$ cat src/rtl/bitty_exec_unit.sv
// Multi-cycle execute controller for the bitty core: owns the 8x16 register file and sequences
// operand latches -> external ALU -> writeback. Optional debug read port: BITTY_REG_DEBUG_EN.
module bitty_exec_unit #(
  parameter int NUM_REGS = 8
) (
  input  logic        clk,
  input  logic        reset,
  input  logic [15:0] instr,
  input  logic        instr_valid,
  output logic        instr_ready,
  output logic        done,
  output logic [15:0] alu_in_a,
  output logic [15:0] alu_in_b,
  output logic [3:0]  alu_select,
  output logic        alu_mode,
  input  logic [15:0] alu_result,
  input  logic        alu_carry,
  input  logic        alu_compare,
  output logic        carry_flag,
  output logic        compare_flag
`ifdef BITTY_REG_DEBUG_EN
  ,
  input  logic [2:0]  dbg_addr,
  output logic [15:0] dbg_data
`endif
);

  typedef enum logic [1:0] {
    IDLE = 2'd0,
    S0   = 2'd1,
    S1   = 2'd2,
    S2   = 2'd3
  } state_e;

  localparam logic [1:0] FMT_ALU = 2'b00;
  localparam logic [1:0] FMT_CMP = 2'b01;
  localparam logic [1:0] FMT_LDI = 2'b10;

  state_e      state_q, state_d;
  logic [15:0] ir_q;
  logic [15:0] a_q, b_q;
  logic [15:0] regs_q [NUM_REGS];
  logic        carry_q, cmp_q, done_q;

  logic        accept;
  logic [2:0]  rx, ry;
  logic [1:0]  fmt;
  logic        reg_we;
  logic [15:0] reg_wdata;

  assign rx     = ir_q[15:13];
  assign ry     = ir_q[12:10];
  assign fmt    = ir_q[1:0];
  assign accept = instr_valid & instr_ready;

  // Writeback happens only on the last sequencing cycle; LDI bypasses the ALU entirely.
  assign reg_we    = (state_q == S2) && ((fmt == FMT_ALU) || (fmt == FMT_LDI));
  assign reg_wdata = (fmt == FMT_LDI) ? {5'b0, ir_q[12:2]} : alu_result;

  always_comb begin
    state_d = state_q;
    case (state_q)
      IDLE:    if (accept) state_d = S0;
      S0:      state_d = S1;
      S1:      state_d = S2;
      S2:      state_d = IDLE;
      default: state_d = IDLE;
    endcase
  end

  always_ff @(posedge clk) begin
    if (reset) begin
      state_q <= IDLE;
      ir_q    <= 16'h0000;
      a_q     <= 16'h0000;
      b_q     <= 16'h0000;
      carry_q <= 1'b0;
      cmp_q   <= 1'b0;
      done_q  <= 1'b0;
      for (int i = 0; i < NUM_REGS; i++) regs_q[i] <= 16'h0000;
    end else begin
      state_q <= state_d;
      done_q  <= (state_q == S2);
      if (accept) ir_q <= instr;
      if (state_q == S0) a_q <= regs_q[rx];
      if (state_q == S1) b_q <= regs_q[ry];
      if (reg_we) regs_q[rx] <= reg_wdata;
      if ((state_q == S2) && (fmt == FMT_ALU)) carry_q <= alu_carry;
      if ((state_q == S2) && ((fmt == FMT_ALU) || (fmt == FMT_CMP))) cmp_q <= alu_compare;
    end
  end

  assign instr_ready  = (state_q == IDLE);
  assign done         = done_q;
  assign alu_in_a     = a_q;
  assign alu_in_b     = b_q;
  assign alu_select   = ir_q[9:6];
  assign alu_mode     = ir_q[5];
  assign carry_flag   = carry_q;
  assign compare_flag = cmp_q;

`ifdef BITTY_REG_DEBUG_EN
  assign dbg_data = regs_q[dbg_addr];
`endif

endmodule
$ cat config.mk
export PLATFORM = sky130hd
export DESIGN_NAME = bitty_exec_unit
export DESIGN_NICKNAME = d
export VERILOG_FILES = /design/src/rtl/bitty_exec_unit.sv
export SDC_FILE = /design/constraint.sdc
export NUM_CORES = 1
export LEC_CHECK = 0
export CAP_MARGIN = 10
export CORE_MARGIN = 3
export CORE_UTILIZATION = 52
export DETAILED_ROUTE_END_ITERATION = 8
export HOLD_SLACK_MARGIN = 0.12
export PLACE_DENSITY = 0.74
export REMOVE_ABC_BUFFERS = 1
export SYNTH_ARGS = -nofsm -noshare
export SYNTH_HDL_FRONTEND = slang
export SYNTH_SLANG_ARGS = --single-unit
$ cat constraint.sdc
create_clock -name clk -period 2 [get_ports clk]
set_input_delay 0.3 -clock clk [delete_from_list [all_inputs] [get_ports clk]]
set_output_delay 0.3 -clock clk [all_outputs]
set_load 0.02 [all_outputs]
==> summary.md <==
| Metric | Value |
|---|---|
| Status | finished clean |
| Drt wl/cell | 23.7 um |
| Clk_lat worst skew | 0.44 ns |
| Final hold slack | 0.411 ns |
| EDFF count, synth | 128 |
| GRT Resource Usage Total | 28.2% |
| #FFs+latches synth | 181 |
| Finish-stage setup viols | 0 |
| Sequential Power Share | 40.1% |
| CP Class | reg -> reg |
| H-tree levels | 4 |
| Clock skew | 0.0120 ns |
| Commonest cells in the synthesized netlist | 174 x nor2_1, 128 x edfxtp_1, 74 x mux2i_1 |
| Die area | 18,500 um2 |
| Routability cong. | 0.905 |
| Worst flop-to-flop path endpoint | alu_in_b[13] |
| Logic pwr share | 31.0% |
| Reg-to-reg startpoint | ir_q[12] |
| Crit-path cells | nor2_1, buf_4, a22oi_1, o221ai_1, a211oi_1 |
| Die Span X | 136 um |
| Post-DP HPWL | 16,600 um |
| Dpl cell area | 10,100 um2 |
| Period utilization | 91.7% |
| Layout cells sized above 1 | 18.0% |
| Cell count after synthesis | 746 |
| Worst setup margin | 0.166 ns |
| Beginning of the critical path | ir_q[12] |
| Postcts setup bufs | 0 |
| Post-Route WL | 25,400 um |
| FMAX | 545 MHz |
| Largest net degree at the start of global routing | 39 |
| Worst-Margin Slew | 0.728 ns |
| R2r setup slk | 0.17 ns |
| CTS tree | built |
| CTS Buf Count | 17 |
| Clock Path Buffers | 2 |
| Netlist area before placement | 8800 um2 |
| Area contributors post-synth | edfxtp_1 44%, dfxtp_1 12%, mux2i_1 8.4% |
| Site Rows | 46 |
| Post-Syn Area per Cell | 11.8 um2 |
| Initial core utilization | 54.2% |
| Unrepaired setup endpoints after global routing | no |
| Clk sinks | 181 |
| Antenna Cells | 0 |
| Routed Antenna Nets | 0 |
| Internal Pwr Total | 8.08 mW |
| DRT iter0 DRCs | 784 |
| Most used flip-flop cell after synthesis | edfxtp_1 |
| Cell Pwr Density | 1110 nW/um2 |
| Psw | 3.77 mW |
| Worst endpoint data arrival time | 2.14 ns |
| Yosys warns | 0 |
| Peak VDD IR | 0.000749 V |
| Clock power share | 28.8% |
| DRC violations left | 0 |
| Final instance area | 10,700 um2 |
| Max_cap viols | 0 |
| NumNets Final | 886 |
| Root Buffer | clkbuf_16 |
| Syn-to-layout area delta | 21.4% |
| Pre-CTS WS | -0.00829 ns |
| Startpoint types | register |
| # IOs | 78 |
| Reg clk slew, reported paths | 0.06 ns |
| Post-synth cell types | 44 |
| First-pass GRT wire length | 38,800 um |
| Slowest-stage cell, CP | nor2_1 |
| DR vias/cell | 6.26 |
| Final max-slew violation count | 0 |
| Seq/Total Area, Yosys | 55.7% |
| Core Region | 16,200 um2 |
| Setup_tns | 0 ns |
| Async SR Flop Fraction | 0% |
| Rel. slew slack | 51.3% |
| Final Critical Period | 1.83 ns |
| Share of the synthesized area in the top cell type | 43.7% |
| CP Max Fanout | 11 |
| PortBufs | 77 |
| TritonRoute pass-1 iters | 5 |
| Vias in the first global route | 6,770 |
| Post-synth top area cell | edfxtp_1 |
| Grt ovf | 0 |
| Most frequent cell after synthesis | nor2_1 |
| Leak Pwr | 3.81 nW |
| Initial antenna violation count | 0 |
| Hold Crit Class | in -> reg |
| Endpoint class of the critical path | register |
| Worst R2R Path Depth | 5 |
| Req. time, crit path | 2.30 ns |
| Crit path to | alu_in_b[13] |
| Final Hold Viols | 0 |
| Crit path largest cell delay | 0.60 ns |
| Vias | 6,713 |
| Switching part of the total power | 31.8% |
| Die height | 136 um |
layout by cell type (no fill, tap or decap), types with 3 or more instances in the layout:
cell type	netlist	layout
a211o_1	3	3
a211oi_1	19	19
a211oi_2	14	14
a21oi_1	21	21
a221o_1	16	16
a22oi_1	6	6
buf_12	0	10
buf_4	12	48
clkbuf_1	16	3
clkbuf_16	0	18
clkbuf_8	0	3
clkdlybuf4s50_1	0	75
clkinv_2	0	4
dfxtp_1	53	51
edfxtp_1	128	128
ha_1	5	4
mux2_1	15	15
mux2_2	25	25
mux2i_1	74	74
mux2i_2	5	5
mux4_2	9	9
nand2_1	48	48
nand2b_1	14	14
nor2_1	174	174
nor2b_1	9	9
o21ai_0	3	3
o21bai_1	4	4
o221ai_1	4	4
o22ai_1	12	12
critical path: cells and delay by family, from the launching register on:
| family | cells | cell delay (ns) |
|---|---|---|
| compound gates | 3 | 0.34 |
| buf+inv | 1 | 0.36 |
| flops | 1 | 0.40 |
| simple gates | 1 | 0.60 |
cells by family after synthesis:
logic type / Yosys count / synth area share [%]
compound gates: 114 / 10.5
fa+ha+maj: 5 / 0.711
buf+inv: 59 / 4.01
flops: 181 / 55.7
mux: 128 / 16.6
simple gates: 259 / 12.4
registers in the layout, summed over array words and instances, names as in the netlist:
signal        cells
compare_flag      1
ir_q             16
regs_q          128
state_q           2
done              1
alu_in_a         16
carry_flag        1
alu_in_b         16
power by group through the flow:
stage                     Combinational [mW]  Clock, mW  Sequential [mW]
after floorplan                         1.72          0             5.15
after global placement                  3.54          0             4.80
after detailed placement                3.64          0             4.82
after CTS                               3.67       3.43             4.74
after global routing                    3.93       3.58             4.79
final                                   3.68       3.42             4.75
how the worst min path moves through the flow:
stage	start	endpoint	slack (ns)	depth (start not counted)
CTS	instr[14]	ir_q[14]	0.40	3
finish	instr[14]	ir_q[14]	0.41	3
global placement	ir_q[2]	ir_q[2]	0.44	2
global route	instr[12]	ir_q[12]	0.41	3
detailed placement	ir_q[2]	ir_q[2]	0.46	2
floorplan	reset	alu_in_a[14]	0.36	1
metal layers:
| layer | routed length, um | part of all wire, % | track usage, % |
|---|---|---|---|
| met1 | 9910 | 39 | 36.6 |
| met2 | 12200 | 48 | 46.4 |
| met3 | 2440 | 9.6 | 6.51 |
| met4 | 873 | 3.4 | 10.8 |
| met5 | 0 | 0 | 0 |
through the flow:
step	util [%]	power, mW	instances
6_report	65.8	11.9	1073
5_1_grt	65.8	12.3	1073
4_1_cts	65.7	11.8	1073
3_5_place_dp	62.0	8.45	1040
3_3_place_gp	62.0	8.33	1040
2_1_floorplan	-	6.87	689
final cells by class:
type | count | area, um2
fillers | 1237 | 5550
flip-flops and latches | 181 | 4910
multi-input cells | 506 | 3560
repair buffers | 136 | 1340
clock buffers | 24 | 503
well taps | 216 | 270
clock inverters | 8 | 96.3
inverters | 2 | 7.51
timing repair:
action,CTS,global route
resized for setup,2,3
hold buffers,1,0
cloned,0,0
setup endpoints to repair,3,12
endpoints found under the hold margin,1,0
Note: power is estimated with default switching activity, not from simulation.
